[src/rtl/dram_arbiter.sv]
// Shares the single-port data RAM between the CPU data bus and the SPI host path.
// One access at a time through IDLE -> ACCESS -> RESP -> DONE. The CPU has priority, bounded by a starvation counter.

module dram_arbiter #(
   parameter int unsigned XLEN       = 32,
   parameter int unsigned STARVE_MAX = 4
) (
   input  logic            clk_i,
   input  logic            rst_n_i,
   input  logic            cpu_rst_n_i,

   input  logic            cpu_req_i,
   input  logic            cpu_wr_i,
   input  logic [XLEN-1:0] cpu_addr_i,
   input  logic [31:0]     cpu_wdata_i,
   input  logic [3:0]      cpu_be_i,
   output logic            cpu_ack_o,
   output logic [31:0]     cpu_rdata_o,

   input  logic            host_req_i,
   input  logic            host_wr_i,
   input  logic [XLEN-1:0] host_addr_i,
   input  logic [31:0]     host_wdata_i,
   input  logic [3:0]      host_be_i,
   output logic            host_ack_o,
   output logic [31:0]     host_rdata_o,

   output logic            ram_en_o,
   output logic [3:0]      ram_we_o,
   output logic [XLEN-1:0] ram_addr_o,
   output logic [31:0]     ram_wdata_o,
   input  logic [31:0]     ram_rdata_i,

   output logic [1:0]      dbg_state_o
);

   // Handshake: a requester raises req with stable wr/addr/wdata/be and holds it until
   // its one-cycle ack. In the ack cycle and the cycle after it, it may drop req or present
   // a new request; the arbiter samples requests only in IDLE.

   typedef enum logic [1:0] {S_IDLE, S_ACCESS, S_RESP, S_DONE} state_e;
   typedef enum logic [1:0] {OWN_NONE, OWN_CPU, OWN_HOST} owner_e;

   localparam logic [3:0] STARVE_LIM = 4'(STARVE_MAX);

   state_e            state_q;
   owner_e            owner_q;
   logic [3:0]        starve_cnt_q, starve_cnt_d;

   logic              ram_en_q;
   logic [3:0]        ram_we_q;
   logic [XLEN-1:0]   ram_addr_q;
   logic [31:0]       ram_wdata_q;
   logic              cpu_ack_q, host_ack_q;
   logic [31:0]       cpu_rdata_q, host_rdata_q;

   logic              cpu_elig, host_elig, starved;
   logic              grant_cpu, grant_host;

   always_comb begin
      cpu_elig   = cpu_req_i & cpu_rst_n_i;
      host_elig  = host_req_i;
      starved    = (starve_cnt_q >= STARVE_LIM);
      grant_cpu  = cpu_elig & (~host_elig | ~starved);
      grant_host = host_elig & (~cpu_elig | starved);
   end

   // The counter only measures CPU wins while the host is actually waiting.
   always_comb begin
      starve_cnt_d = starve_cnt_q;
      if (state_q == S_IDLE) begin
         if (!host_req_i || grant_host) begin
            starve_cnt_d = 4'd0;
         end else if (grant_cpu && (starve_cnt_q < STARVE_LIM)) begin
            starve_cnt_d = starve_cnt_q + 4'd1;
         end
      end
   end

   always_ff @(posedge clk_i or negedge rst_n_i) begin
      if (!rst_n_i) begin
         state_q      <= S_IDLE;
         owner_q      <= OWN_NONE;
         starve_cnt_q <= 4'd0;
         ram_en_q     <= 1'b0;
         ram_we_q     <= 4'd0;
         ram_addr_q   <= '0;
         ram_wdata_q  <= 32'd0;
         cpu_ack_q    <= 1'b0;
         host_ack_q   <= 1'b0;
         cpu_rdata_q  <= 32'd0;
         host_rdata_q <= 32'd0;
      end else begin
         ram_en_q     <= 1'b0;
         ram_we_q     <= 4'd0;
         ram_addr_q   <= '0;
         ram_wdata_q  <= 32'd0;
         cpu_ack_q    <= 1'b0;
         host_ack_q   <= 1'b0;
         starve_cnt_q <= starve_cnt_d;

         case (state_q)
            S_IDLE: begin
               if (grant_cpu) begin
                  owner_q     <= OWN_CPU;
                  state_q     <= S_ACCESS;
                  ram_en_q    <= 1'b1;
                  ram_we_q    <= {4{cpu_wr_i}} & cpu_be_i;
                  ram_addr_q  <= cpu_addr_i;
                  ram_wdata_q <= cpu_wdata_i;
               end else if (grant_host) begin
                  owner_q     <= OWN_HOST;
                  state_q     <= S_ACCESS;
                  ram_en_q    <= 1'b1;
                  ram_we_q    <= {4{host_wr_i}} & host_be_i;
                  ram_addr_q  <= host_addr_i;
                  ram_wdata_q <= host_wdata_i;
               end
            end

            S_ACCESS: begin
               state_q <= S_RESP;
            end

            // RAM data for the ACCESS cycle is valid now; writes capture don't-care data.
            S_RESP: begin
               state_q <= S_DONE;
               if (owner_q == OWN_CPU) begin
                  cpu_rdata_q <= ram_rdata_i;
                  cpu_ack_q   <= 1'b1;
               end else if (owner_q == OWN_HOST) begin
                  host_rdata_q <= ram_rdata_i;
                  host_ack_q   <= 1'b1;
               end
            end

            S_DONE: begin
               state_q <= S_IDLE;
               owner_q <= OWN_NONE;
            end

            default: begin
               state_q <= S_IDLE;
               owner_q <= OWN_NONE;
            end
         endcase
      end
   end

   assign ram_en_o     = ram_en_q;
   assign ram_we_o     = ram_we_q;
   assign ram_addr_o   = ram_addr_q;
   assign ram_wdata_o  = ram_wdata_q;
   assign cpu_ack_o    = cpu_ack_q;
   assign cpu_rdata_o  = cpu_rdata_q;
   assign host_ack_o   = host_ack_q;
   assign host_rdata_o = host_rdata_q;
   assign dbg_state_o  = state_q;

endmodule

[config.mk]
export PLATFORM = sky130hd
export DESIGN_NAME = dram_arbiter
export DESIGN_NICKNAME = d
export VERILOG_FILES = /design/src/rtl/dram_arbiter.sv
export SDC_FILE = /design/constraint.sdc
export NUM_CORES = 1
export LEC_CHECK = 0
export CORE_AREA = 3 3 121 123
export CTS_CLUSTER_SIZE = 40
export DETAILED_ROUTE_END_ITERATION = 10
export DIE_AREA = 0 0 124 126
export DONT_BUFFER_PORTS = 1
export PLACE_DENSITY = 0.57
export SETUP_SLACK_MARGIN = 0.3
export SYNTH_ARGS = -nofsm -noshare
export SYNTH_HDL_FRONTEND = slang
export SYNTH_SLANG_ARGS = --single-unit
[constraint.sdc]
create_clock -name clk_i -period 1.75 [get_ports clk_i]
set_input_delay 0.4375 -clock clk_i [delete_from_list [all_inputs] [get_ports clk_i]]
set_output_delay 0.4375 -clock clk_i [all_outputs]
set_load 0.02 [all_outputs]
==> flow_metrics.env, run 1 <==
export IMPL_growth_of_design_area_from_synthesis_to_finish_pct=20.9
export IMPL_timing_critical_path_cells="inv_2 > ha_4 > nor3b_4 > buf_6 > buf_8 > a221o_1"
export IMPL_class_of_the_most_critical_hold_timing_path="input pin to async pin"
export IMPL_maximum_number_of_pins_on_one_net_before_global_route_repair=144
export IMPL_num_fill_cells=1188
export IMPL_p_per_cell_area_nw_per_um2=2010
export IMPL_wire_length_of_the_first_global_routing_pass_um=19100
export IMPL_slew_limit_headroom_pct=80.5
export IMPL_final_setup_skew_ns=0.00556
export IMPL_netlist_top_cells_count="dfrtp_1 (143), mux2_2 (65), a22o_1 (64)"
export IMPL_power_ir_vdd_worst_v=0.000766
export IMPL_1st_iter_drt_viols=102
export IMPL_boundaryPins=312
export IMPL_post_drt_via_cell_ratio=5.60
export IMPL_timing_final_max_slew_violations=0
export IMPL_yosysSeqAreaShare_pct=66.5
export IMPL_cts_max_level=4
export IMPL_clock_latency_ns=0.41
export IMPL_post_synthesis_sequential_element_count=143
export IMPL_grt_usage_pct=16.7
export IMPL_synth_edff_count=0
export IMPL_total_area_of_multi_input_combinational_cells_um2=1660
export IMPL_maxUsedRoutingLayer="met4"
export IMPL_fp_row_count=43
export IMPL_cts_buffers=17
export IMPL_hold_ws_ns=-0.282
export IMPL_routed_length_on_met1_um=4320
export IMPL_intPower_mw=8.70
export IMPL_synth_main_ff_cell="dfrtp_1"
export IMPL_yosysWarningCount=0
export IMPL_grt_setup_unrepaired="true"
export IMPL_regToRegStartpoint="dbg_state_o[1]$_DFFE_PN0P_"
export IMPL_tritoncts="built"
export IMPL_report_final_hold_viol_count=143
export IMPL_timing_critical_path_arrival_ns=1.78
export IMPL_port_buffers=0
export IMPL_placement_setup_worst_slack_ns=0.212
export IMPL_final_setup_tns_ns=0
export IMPL_yosys_cell_types=30
export IMPL_layout_setup_ws_ns=0.258
export IMPL_sequential_power_share_pct=50.5
export IMPL_chipWidth_um=124
export IMPL_global_route_overflow_total=0
export IMPL_vias=3119
export IMPL_drive_above_1_share_pct=34.5
export IMPL_fmaxAchievable_ghz=0.670
export IMPL_core_um2=13800
export IMPL_hpwl_um=9480
export IMPL_final_util_pct=47.2
export IMPL_initial_utilization_pct=39.0
export IMPL_failed_checks="negative hold slack"
export IMPL_total_switching_power_mw=4.39
export IMPL_die_area_um2=15600
export IMPL_antennaDiodeCount=0
export IMPL_final_nets=543
export IMPL_synth_cells=343
export IMPL_critPathSlowestCell="dfrtp_2"
export IMPL_pleak_nw=2.98
export IMPL_comb_power_share_pct=18.1
export IMPL_switching_share_pct=33.6
export IMPL_finalPower_mw=13.1
export IMPL_drt_first_pass_iters=4
export IMPL_post_synth_cell_area_avg_um2=15.7
export IMPL_post_route_period_util_pct=85.3
export IMPL_post_synth_main_area_contributors="dfrtp_1 (67%), mux2_2 (14%), a22o_1 (10%), buf_6 (2.3%), ha_1 (0.93%)"
export IMPL_antenna_found_initial=0
export IMPL_cts_reportedPaths_clkPinSlew_ns=0.06
export IMPL_setup_worst_path_class="flip-flop to flip-flop"
export IMPL_register_area_um2=3580
export IMPL_async_reset_ff_share_pct=100
export IMPL_routed_wirelength_um=13400
export IMPL_area_leader_netlist="dfrtp_1"
export IMPL_worst_r2r_path_depth=6
export IMPL_critical_path_max_stage_delay_ns=0.41
export IMPL_crit_path_max_fanout=5
export IMPL_postRouteAntennaNets=0
export IMPL_vias_in_the_first_global_route=3291
export IMPL_netlist_area_leader_share_pct=66.5
export IMPL_cap_violations=0
export IMPL_clock_path_buffers=2
export IMPL_routed_wire_length_per_instance_um=24.1
export IMPL_synthMostInstantiatedCell="dfrtp_1"
export IMPL_share_clk_of_total_power_pct=31.4
export IMPL_worst_ep_required_ns=2.04
export IMPL_timing_final_setup_violations=0
export IMPL_max_slew_worst_pin_slew_ns=0.292
export IMPL_post_synth_instance_area_um2=5380
export IMPL_drc_errors=0
export IMPL_critical_path_reg2reg_endpoint="owner_q[0]$_DFFE_PN0P_"
export IMPL_crit_path_start_kind="flip-flop"
export IMPL_total_nets_after_synthesis=522
export IMPL_cts_num_sinks=143
export IMPL_route_met3_wl_um=1660
export IMPL_worstSetupEndpointType="flip-flop"
export IMPL_final_min_clock_period_ns=1.49
export IMPL_gpl_final_weighted_congestion=0.747
export IMPL_met2_wire_len_um=7040
export IMPL_floorplan_die_height_um=126
export IMPL_reg2reg_setup_slack_ns=0.26
export IMPL_cts_root_buf="clkbuf_16"
export IMPL_outcome="finished, violations left"
-- power by group through the flow --
| stage | sequential [mW] | clock (mW) | combinational (mW) |
|---|---|---|---|
| floorplan | 6.38 | 0 | 1.78 |
| global placement | 6.67 | 0 | 1.98 |
| detailed placement | 6.70 | 0 | 2.09 |
| CTS | 6.64 | 4.21 | 2.25 |
| global route | 6.76 | 4.39 | 2.61 |
| finish | 6.60 | 4.11 | 2.37 |
-- sequential cells by signal (all words and copies together), names as in the netlist --
| name | flops |
|---|---|
| cpu_rdata_o | 32 |
| host_rdata_o | 32 |
| ram_addr_o | 32 |
| ram_wdata_o | 32 |
| ram_we_o | 4 |
| starve_cnt_q | 4 |
| dbg_state_o | 2 |
| owner_q | 2 |
| cpu_ack_o | 1 |
| host_ack_o | 1 |
| ram_en_o | 1 |
-- worst max-delay path: cells and delay by family, from the launching register on --
family          cells  cell delay (ns)
flops               1             0.41
buf+inv             3             0.34
compound gates      1             0.31
fa+ha+maj           1             0.16
simple gates        1             0.14
-- worst max-delay path by stage --
stage,start,end,cells past startpoint
2_1_floorplan,dbg_state_o[1]$_DFFE_PN0P_,owner_q[0]$_DFFE_PN0P_,6
3_5_place_dp,starve_cnt_q[2]$_DFFE_PN0P_,ram_wdata_o[8]$_DFF_PN0_,4
5_1_grt,dbg_state_o[1]$_DFFE_PN0P_,owner_q[0]$_DFFE_PN0P_,6
4_1_cts,dbg_state_o[1]$_DFFE_PN0P_,dbg_state_o[1],1
3_3_place_gp,starve_cnt_q[2]$_DFFE_PN0P_,ram_wdata_o[8]$_DFF_PN0_,4
6_report,dbg_state_o[1]$_DFFE_PN0P_,owner_q[0]$_DFFE_PN0P_,6
-- cell type report --
| cell class | count | share of cell area (%) |
|---|---|---|
| Sequential cell | 143 | 55.1 |
| Multi-Input combinational cell | 172 | 25.5 |
| Clock buffer | 23 | 7.35 |
| Timing Repair Buffer | 24 | 5.12 |
| Tap cell | 180 | 3.46 |
| Clock inverter | 9 | 3.12 |
| Inverter | 6 | 0.385 |
-- through the flow --
| stage | hold slack, ns | instances | area, µm² |
|---|---|---|---|
| detailed placement | 0.145 | 512 | 5590 |
| CTS | -0.305 | 552 | 6380 |
| global placement | 0.145 | 512 | 5590 |
| floorplan | 0.142 | 343 | 5450 |
| global route | -0.315 | 557 | 6500 |
| finish | -0.282 | 557 | 6500 |
-- metal layers --
| layer | GRT usage (%) | up-vias |
|---|---|---|
| met5 | 0 | - |
| met4 | 7.67 | 0 |
| met3 | 7.23 | 24 |
| met2 | 28.6 | 214 |
| met1 | 17.4 | 1580 |
| li1 | - | 1301 |
-- repair_timing --
action,4_1_cts,5_1_grt
pin swaps,2,0
endpoints found under the hold margin,143,143
buffers inserted,7,2
gates cloned,1,3
resized for setup,8,5
setup endpoints to repair,122,130
-- logic make-up (layout without fill, tap and decap cells) --
logic type,after synthesis,in the layout,synth area share (%)
adders and majority gates,4,4,0.931
and+or+nand+nor,21,21,2.19
muxes,66,66,13.8
buffers and inverters,28,62,3.75
xor gates and xnor gates,2,2,0.326
DFF,143,143,66.5
AOI/OAI and AO/OA,79,79,12.5
-- layout by cell type (no fill, tap or decap), drive strengths merged, types with 2 or more instances in the layout --
cell type	Yosys	routed
dfrtp	143	143
mux2	65	65
a22o	64	64
clkbuf	1	26
buf	21	21
inv	6	7
bufinv	0	6
nor2	5	5
nand3	4	4
o211ai	4	4
o21ai	4	4
ha	4	4
and3	3	3
nand2	3	3
nand3b	2	2
nor2b	2	2
a221o	2	2
clkinv	0	2
Power figures use the tool's default switching activity.
==> run 2: changes to the inputs <==
--- a/config.mk
+++ b/config.mk
@@ -6,6 +6,7 @@
 export NUM_CORES = 1
 export LEC_CHECK = 0
 export CORE_AREA = 3 3 121 123
+export CTS_CLUSTER_DIAMETER = 120
 export CTS_CLUSTER_SIZE = 40
 export DETAILED_ROUTE_END_ITERATION = 10
 export DIE_AREA = 0 0 124 126
==> results of run 2 <==
No change in the layout: final DEF, timing and power equal those of run 1.
==> run 3: changes to the inputs <==
==> config.mk (replaced) <==
export PLATFORM = sky130hd
export DESIGN_NAME = dram_arbiter
export DESIGN_NICKNAME = d
export VERILOG_FILES = /design/src/rtl/dram_arbiter.sv
export SDC_FILE = /design/constraint.sdc
export NUM_CORES = 1
export LEC_CHECK = 0
export CELL_PAD_IN_SITES_DETAIL_PLACEMENT = 0
export CELL_PAD_IN_SITES_GLOBAL_PLACEMENT = 1
export CORE_AREA = 3 3 120 122
export CTS_BUF_LIST = sky130_fd_sc_hd__clkbuf_16
export CTS_CLUSTER_DIAMETER = 120
export CTS_CLUSTER_SIZE = 40
export DETAILED_ROUTE_END_ITERATION = 10
export DIE_AREA = 0 0 123 125
export DONT_BUFFER_PORTS = 1
export PLACE_DENSITY = 0.71
export SYNTH_ARGS = -nofsm -noshare
export SYNTH_HDL_FRONTEND = slang
export SYNTH_SLANG_ARGS = --single-unit
==> run 3 against run 2 <==
Core utilization down 0.86 points. Routed wire length decreased by 3.9%. Clock skew is 0.010 ns higher. Largest power group unchanged. Fmax shrank 6.1%. Total power decreased by 5.7%. Hold slack is essentially flat. Sequential share of layout area grew 3.0 points. The flow still finishes with violations (negative hold slack). Register-to-register slack worse by 0.097 ns.
==> flow_metrics.env, run 3 (same netlist as run 1, synthesis figures left out) <==
export IMPL_pleak_nw=2.83
export IMPL_core_um2=13300
export IMPL_wire_length_of_the_first_global_routing_pass_um=18700
export IMPL_postRouteAntennaNets=0
export IMPL_hpwl_um=9770
export IMPL_final_min_clock_period_ns=1.59
export IMPL_grt_usage_pct=16.6
export IMPL_timing_critical_path_cells="o21a_1 > nor3b_4 > buf_12 > a22o_1"
export IMPL_placement_setup_worst_slack_ns=0.159
export IMPL_crit_path_start_kind="flip-flop"
export IMPL_finalPower_mw=12.3
export IMPL_final_util_pct=46.3
export IMPL_reg2reg_setup_slack_ns=0.16
export IMPL_chipWidth_um=123
export IMPL_drt_first_pass_iters=4
export IMPL_final_setup_skew_ns=0.0157
export IMPL_cap_violations=0
export IMPL_routed_wirelength_um=12900
export IMPL_critical_path_reg2reg_endpoint="ram_wdata_o[16]$_DFF_PN0_"
export IMPL_cts_num_sinks=143
export IMPL_clock_latency_ns=0.42
export IMPL_drive_above_1_share_pct=30.1
export IMPL_cts_buffers=17
export IMPL_antennaDiodeCount=0
export IMPL_gpl_final_weighted_congestion=0.779
export IMPL_report_final_hold_viol_count=143
export IMPL_antenna_found_initial=0
export IMPL_timing_critical_path_arrival_ns=1.92
export IMPL_critical_path_startpoint="starve_cnt_q[2]$_DFFE_PN0P_"
export IMPL_class_of_the_most_critical_hold_timing_path="input pin to async pin"
export IMPL_grt_setup_unrepaired="false"
export IMPL_fmaxAchievable_ghz=0.629
export IMPL_post_route_period_util_pct=90.8
export IMPL_maximum_number_of_pins_on_one_net_before_global_route_repair=144
export IMPL_setup_worst_path_class="flip-flop to flip-flop"
export IMPL_cts_root_buf="clkbuf_16"
export IMPL_finalInstanceArea_um2=6160
export IMPL_post_drt_via_cell_ratio=5.56
export IMPL_routed_wire_length_per_instance_um=23.9
export IMPL_cts_repair_resized=0
export IMPL_floorplan_die_height_um=125
export IMPL_timing_final_max_slew_violations=0
export IMPL_cts_max_level=4
export IMPL_critPathTopFamily="compound AO/OA/AOI/OAI gates"
export IMPL_worst_ep_required_ns=2.09
export IMPL_worst_r2r_path_depth=4
export IMPL_layout_setup_ws_ns=0.161
export IMPL_crit_path_max_fanout=64
export IMPL_vias_in_the_first_global_route=3233
export IMPL_final_nets=528
export IMPL_tritoncts="built"
export IMPL_final_setup_tns_ns=0
export IMPL_max_slew_worst_pin_slew_ns=0.482
export IMPL_p_per_cell_area_nw_per_um2=2000
export IMPL_growth_of_design_area_from_synthesis_to_finish_pct=14.6
export IMPL_clock_path_buffers=2
export IMPL_slew_limit_headroom_pct=67.9
export IMPL_1st_iter_drt_viols=106
export IMPL_worstSetupEndpointType="flip-flop"
export IMPL_critical_path_max_stage_delay_ns=0.41
export IMPL_port_buffers=0
export IMPL_hold_ws_ns=-0.282
export IMPL_power_ir_vdd_worst_v=0.000617
export IMPL_die_area_um2=15400
export IMPL_failed_checks="negative hold slack"
export IMPL_regToRegStartpoint="starve_cnt_q[2]$_DFFE_PN0P_"
export IMPL_cts_reportedPaths_clkPinSlew_ns=0.06
export IMPL_critPathSlowestCell="dfrtp_1"
export IMPL_timing_final_setup_violations=0
export IMPL_fp_row_count=42
export IMPL_dpl_cell_area_um2=5540
export IMPL_mostFrequentLayoutCells="dfrtp_1 (143), mux2_2 (65), a22o_1 (64), clkbuf_16 (17), inv_1 (6)"
export IMPL_drc_errors=0
export IMPL_mostFrequentLayoutCell="dfrtp_1"
export IMPL_vias=2993
export IMPL_timing_critical_path_buf_inv=1
export IMPL_post_cts_repair_setup_buffers=0
export IMPL_initial_utilization_pct=40.4
export IMPL_outcome="finished, violations left"
export IMPL_global_route_overflow_total=0
export IMPL_boundaryPins=312
## run 3: cell type report
type / instances / area [µm²]
timing repair buffer: 9 / 118
inverter: 6 / 22.5
clock inverter: 15 / 191
multi-input combinational: 172 / 1610
clock buffer: 17 / 425
tap: 176 / 220
fill: 1151 / 7130
sequential: 143 / 3580
## run 3: how the worst max path moves through the flow
stage | end | slack [ns] | depth (start not counted)
after floorplan | owner_q[0]$_DFFE_PN0P_ | 0.08 | 6
after detailed placement | ram_wdata_o[16]$_DFF_PN0_ | 0.16 | 5
after global placement | ram_wdata_o[16]$_DFF_PN0_ | 0.23 | 5
after CTS | ram_wdata_o[16]$_DFF_PN0_ | 0.16 | 5
after global routing | ram_wdata_o[16]$_DFF_PN0_ | 0.07 | 5
final | ram_wdata_o[16]$_DFF_PN0_ | 0.16 | 4
## run 3: layer usage
| metal | part of all wire (%) | global-route usage, % | wire length [µm] |
|---|---|---|---|
| met5 | 0 | 0 | 0 |
| met4 | 3.5 | 9.51 | 445 |
| met3 | 13 | 7.68 | 1620 |
| met2 | 52 | 28.0 | 6700 |
| met1 | 32 | 16.5 | 4110 |
## run 3: where the power goes
| part | switching (mW) | internal (mW) | total [mW] | leakage (nW) |
|---|---|---|---|---|
| logic | 0.845 | 1.19 | 2.04 | 0.711 |
| registers | 2.15 | 4.45 | 6.59 | 1.82 |
| clock network | 1.34 | 2.38 | 3.72 | 0.305 |
| total | 4.33 | 8.01 | 12.3 | 2.83 |
## run 3: through the flow
stage / instances / hold slack, ns
after global routing: 538 / -0.313
final: 538 / -0.282
after CTS: 538 / -0.310
after floorplan: 343 / 0.142
after global placement: 506 / 0.145
after detailed placement: 506 / 0.145
